<file path="config.mk">
export PLATFORM = sky130hd
export DESIGN_NAME = nyan_song_sequencer
export DESIGN_NICKNAME = d
export VERILOG_FILES = /design/src/rtl/nyan_song_sequencer.sv
export SDC_FILE = /design/constraint.sdc
export NUM_CORES = 1
export LEC_CHECK = 0
export CAP_MARGIN = 20
export CELL_PAD_IN_SITES_DETAIL_PLACEMENT = 0
export CELL_PAD_IN_SITES_GLOBAL_PLACEMENT = 1
export CORE_ASPECT_RATIO = 0.9
export CORE_MARGIN = 1
export CORE_UTILIZATION = 40
export DETAILED_ROUTE_END_ITERATION = 8
export GPL_TIMING_DRIVEN = 0
export PLACE_DENSITY_LB_ADDON = 0.2
export SLEW_MARGIN = 10
export SYNTH_ARGS = -nofsm -noshare
export SYNTH_HDL_FRONTEND = slang
export SYNTH_SLANG_ARGS = --single-unit
</file>
<file path="constraint.sdc">
create_clock -name clk -period 3.25 [get_ports clk]
set_clock_uncertainty 0.15 [all_clocks]
set_input_delay 0.65 -clock clk [delete_from_list [all_inputs] [get_ports clk]]
set_output_delay 0.65 -clock clk [all_outputs]
set_load 0.005 [all_outputs]
</file>
<file path="src/rtl/nyan_song_sequencer.sv">
// Nyan song sequencer: tick-driven song position, sync-ROM step fetch,
// per-voice note/octave registers and decaying volume envelopes.
module nyan_song_sequencer #(
  parameter int unsigned SONG_LEN       = 288,
  parameter int unsigned TICKS_PER_STEP = 6,
  parameter int unsigned MEL_SHIFT      = 3,
  parameter int unsigned BASS_SHIFT     = 2
) (
  input  logic        clk,
  input  logic        rst_n,
  input  logic        tick_i,
  input  logic        run_i,
  input  logic        restart_i,
  output logic        rom_rd_o,
  output logic [8:0]  rom_addr_o,
  input  logic [11:0] rom_data_i,
  output logic [2:0]  mel_note_o,
  output logic [1:0]  mel_oct_o,
  output logic [2:0]  bass_note_o,
  output logic [1:0]  bass_oct_o,
  output logic [5:0]  mel_vol_o,
  output logic [5:0]  bass_vol_o,
  output logic [8:0]  songpos_o,
  output logic        step_o
);

  localparam int unsigned CTR_W = (TICKS_PER_STEP > 1) ? $clog2(TICKS_PER_STEP) : 1;
  localparam logic [8:0]       LAST_POS  = 9'(SONG_LEN - 1);
  localparam logic [CTR_W-1:0] LAST_TICK = CTR_W'(TICKS_PER_STEP - 1);

  typedef enum logic [1:0] {
    IDLE,
    FETCH,
    WAIT,
    LATCH
  } state_t;

  state_t           state;
  logic [CTR_W-1:0] tick_ctr;
  logic [11:0]      rom_word;

  logic [8:0] pos_next;
  logic [5:0] mel_vol_dec;
  logic [5:0] bass_vol_dec;
  logic       tick_accept;
  logic       step_tick;

  // Next song position and the floored per-tick envelope decay values.
  always_comb begin
    pos_next     = (songpos_o == LAST_POS) ? '0 : songpos_o + 9'd1;
    mel_vol_dec  = mel_vol_o  - (mel_vol_o  >> MEL_SHIFT);
    bass_vol_dec = bass_vol_o - (bass_vol_o >> BASS_SHIFT);
    tick_accept  = (state == IDLE) && tick_i && run_i;
    step_tick    = tick_accept && (tick_ctr == LAST_TICK);
  end

  // Sequencer FSM; restart_i shares the reset path so an in-flight fetch is dropped.
  always_ff @(posedge clk) begin
    if (!rst_n || restart_i) begin
      state       <= IDLE;
      tick_ctr    <= '0;
      rom_word    <= '0;
      rom_rd_o    <= 1'b0;
      rom_addr_o  <= '0;
      mel_note_o  <= '0;
      mel_oct_o   <= '0;
      bass_note_o <= '0;
      bass_oct_o  <= '0;
      mel_vol_o   <= '0;
      bass_vol_o  <= '0;
      songpos_o   <= LAST_POS;
      step_o      <= 1'b0;
    end else begin
      rom_rd_o <= 1'b0;
      step_o   <= 1'b0;
      unique case (state)
        IDLE: begin
          if (step_tick) begin
            tick_ctr   <= '0;
            rom_addr_o <= pos_next;
            rom_rd_o   <= 1'b1;
            state      <= FETCH;
          end else if (tick_accept) begin
            tick_ctr   <= tick_ctr + CTR_W'(1);
            mel_vol_o  <= mel_vol_dec;
            bass_vol_o <= bass_vol_dec;
          end
        end
        FETCH: begin
          state <= WAIT;
        end
        WAIT: begin
          rom_word <= rom_data_i;
          state    <= LATCH;
        end
        LATCH: begin
          mel_oct_o   <= rom_word[10:9];
          mel_note_o  <= rom_word[8:6];
          bass_oct_o  <= rom_word[4:3];
          bass_note_o <= rom_word[2:0];
          if (rom_word[11]) mel_vol_o  <= 6'd63;
          if (rom_word[5])  bass_vol_o <= 6'd63;
          songpos_o <= rom_addr_o;
          step_o    <= 1'b1;
          state     <= IDLE;
        end
        default: state <= IDLE;
      endcase
    end
  end

endmodule

</file>
==> flow_metrics.tcl <==
set metrics [dict create \
    fin_tns_setup_ns 0 \
    status "completed" \
    setup_violations 0 \
    syn_area_mm2 0.00258 \
    finalWorstPathRequiredPeriod_ns 2.39 \
    yosys.area.top_type "dfxtp_1" \
    clock_power_share 0.466 \
    p_sw_frac 0.205 \
    synthesis.nets 309 \
    dieArea_mm2 0.00678 \
    worstMarginPinSlew_ns 0.554 \
    cts_setup_buffers 0 \
    cts_resized 0 \
    yosysWarnings 0 \
    portBuffers 58 \
    vias_per_cell 4.77 \
    p_per_area_mw_per_mm2 442 \
    dr_total_vias 2085 \
    critPathCaptureType "flop" \
    pre_cts_ws_ns 0.482 \
    peakVddDrop_uv 305 \
    clockRootBuffer "clkbuf_8" \
    grt_pass1_vias 2009 \
    arrival_ns 2.44 \
    final_layout_size_suffix_gt1_frac 0.0514 \
    hold_viol_final 0 \
    rsz0062_at_grt "false" \
    synth.top_cell.area_share 0.458 \
    clk_latency_ns 0.33 \
    ys_ff_latch 59 \
    leakagePower_uw 0.00123 \
    yosysSeqAreaShare 0.458 \
    grt_start_max_net_pins 11 \
    nNetsFinal 378 \
    hpwl_mm 4.10 \
    fin_crit_sh 0.736 \
    routed_wl_mm 5.62 \
    max_freq_mhz 418 \
    cts-hold-fix-buffers 0 \
    cap_violations 0 \
    syn_inst 277 \
    first_pass_iters 4 \
    slew_headroom 0.630 \
    start_util 0.418 \
    p_sw_uw 315 \
    required_ns 3.30 \
    grtUsageTotal 0.186 \
    p_seq_frac 0.476 \
    cts_sinks 59 \
    ys_types 38 \
    combPwrFrac 0.057 \
    cp-start-kind "input port" \
    n_antenna_cell 0 \
    p_int_uw 1220 \
    stdcell_area_mm2 0.00348 \
    coreArea_mm2 0.00618 \
    io_pins 59 \
    drt_iter0_drc 92 \
    clockBufferDepth 2 \
    place_congestion 0.745 \
    synthToLayoutAreaGrowth_pct 34.8 \
    worstSetupPathType "input port to flop" \
    cts_buffers 9 \
    die_y_um 78.2 \
    path_clk_slew_ns 0.06 \
    globalRouteOverflowTotal 0 \
    place_area_mm2 0.00327 \
    min_path_type "flop to flop" \
    cts_tree "yes" \
    timing.final.ws_setup_ns 0.858 \
    grt_antenna_before_repair 0 \
    h-tree-depth 3 \
    drv_slew 0 \
    drc 0 \
    yosys-top-cells-area "dfxtp_1 46%, mux2i_1 12%, nor2_1 6.5%" \
    wire_per_inst_um 12.9 \
    die_w_um 86.7 \
    postSynthAreaPerCell_um2 9.32 \
    fin_util 0.563 \
    rows 27 \
    grt_pass1_wl_mm 9.52 \
    holdWs_ns 0.319 \
    crit_fanout 10 \
    drtAntennaViolNets 0 \
]
==> worst paths after layout <==
path / startpoint / end / slack, ns / depth (start not counted)
max: restart_i / songpos_o[7] / 0.86 / 5
max reg2reg: bass_vol_o[2] / bass_vol_o[4] / 1.11 / 8
min: rom_addr_o[3] / rom_addr_o[3] / 0.32 / 2
min reg2reg: rom_addr_o[3] / rom_addr_o[3] / 0.32 / 2
==> power groups by stage <==
| stage | sequential (µW) | combinational (µW) | clock, µW |
|---|---|---|---|
| 2_1_floorplan | 748 | 46.3 | 0 |
| 3_3_place_gp | 748 | 87.4 | 0 |
| 3_5_place_dp | 749 | 88.2 | 0 |
| 4_1_cts | 732 | 88.8 | 732 |
| 5_1_grt | 733 | 97.8 | 771 |
| 6_report | 732 | 88.0 | 717 |
==> cell usage after synthesis (all sizes together) <==
library cell / count
dfxtp: 59
nor2: 45
mux2i: 32
nand2: 23
inv: 15
ha: 13
o21ai: 12
xnor2: 8
clkbuf: 7
nand3: 7
a21oi: 6
xor2: 6
nor2b: 5
a211oi: 4
buf: 4
o22ai: 4
a21boi: 2
a31oi: 2
fa: 2
nand2b: 2
nand3b: 2
nor3: 2
o211ai: 2
or2: 2
a2111oi: 1
a211o: 1
a221oi: 1
and2: 1
and3: 1
nand4: 1
nor4: 1
nor4b: 1
o221a: 1
or3: 1
or4: 1
==> worst max-delay path, cell delays in order <==
cell,delay (ns)
clkdlybuf4s50_1,0.47
nand2b_1,0.29
clkbuf_1,0.43
clkbuf_1,0.49
nor2_1,0.11
==> logic make-up after synthesis <==
kind of cell	after synthesis	synth area share
fa+ha+maj	15	0.0785
simple gates	95	0.162
compound gates	36	0.0902
mux	32	0.124
xor+xnor	14	0.0475
buf+inv	26	0.0397
flops	59	0.458
==> area by class of cell <==
class                           count  area, µm²
Sequential cell                    59       1180
Clock buffer                       13        149
Inverter                           15       56.3
Fill cell                         581       2700
Buffer                             11       46.3
Clock inverter                      2       60.1
Timing Repair Buffer               58        581
Multi-Input combinational cell    192       1300
Tap cell                           87        109
==> sequential cells by signal (all words and copies together), names as in the netlist <==
name,count
rom_word,12
mel_vol_o,6
step_o,1
bass_note_o,3
bass_vol_o,6
songpos_o,9
tick_ctr,3
bass_oct_o,2
rom_addr_o,9
rom_rd_o,1
mel_oct_o,2
mel_note_o,3
state,2
==> metal layers <==
layer  vias up  share of wire  track usage
li1       1077              -            -
met1       955           0.50        0.245
met2        48           0.43        0.278
met3         5          0.060       0.0789
met4         0          0.010       0.0550
met5         -              0            0
==> cell usage in the layout, fill, tap and decap left out, types with 2 or more instances in the layout <==
cell type | Yosys | routed
a211oi_1 | 4 | 4
a21boi_1 | 2 | 2
a21oi_1 | 6 | 6
buf_2 | 4 | 4
bufinv_16 | 0 | 2
clkbuf_1 | 7 | 10
clkbuf_8 | 0 | 10
clkdlybuf4s50_1 | 0 | 58
dfxtp_1 | 59 | 59
fa_1 | 2 | 2
ha_1 | 13 | 13
inv_1 | 15 | 15
mux2i_1 | 32 | 32
nand2_1 | 23 | 23
nand2b_1 | 2 | 2
nand3_1 | 7 | 7
nand3b_1 | 2 | 2
nor2_1 | 45 | 45
nor2b_1 | 5 | 5
nor3_1 | 2 | 2
o211ai_1 | 2 | 2
o21ai_0 | 2 | 2
o21ai_1 | 10 | 10
o22ai_1 | 4 | 4
xnor2_1 | 8 | 8
xor2_1 | 6 | 6
==> metrics by stage <==
step           std cells  power (µW)
4_1_cts              437        1550
2_1_floorplan        277         794
3_5_place_dp         422         837
6_report             437        1540
3_3_place_gp         422         836
5_1_grt              437        1600
Power figures use the tool's default switching activity.
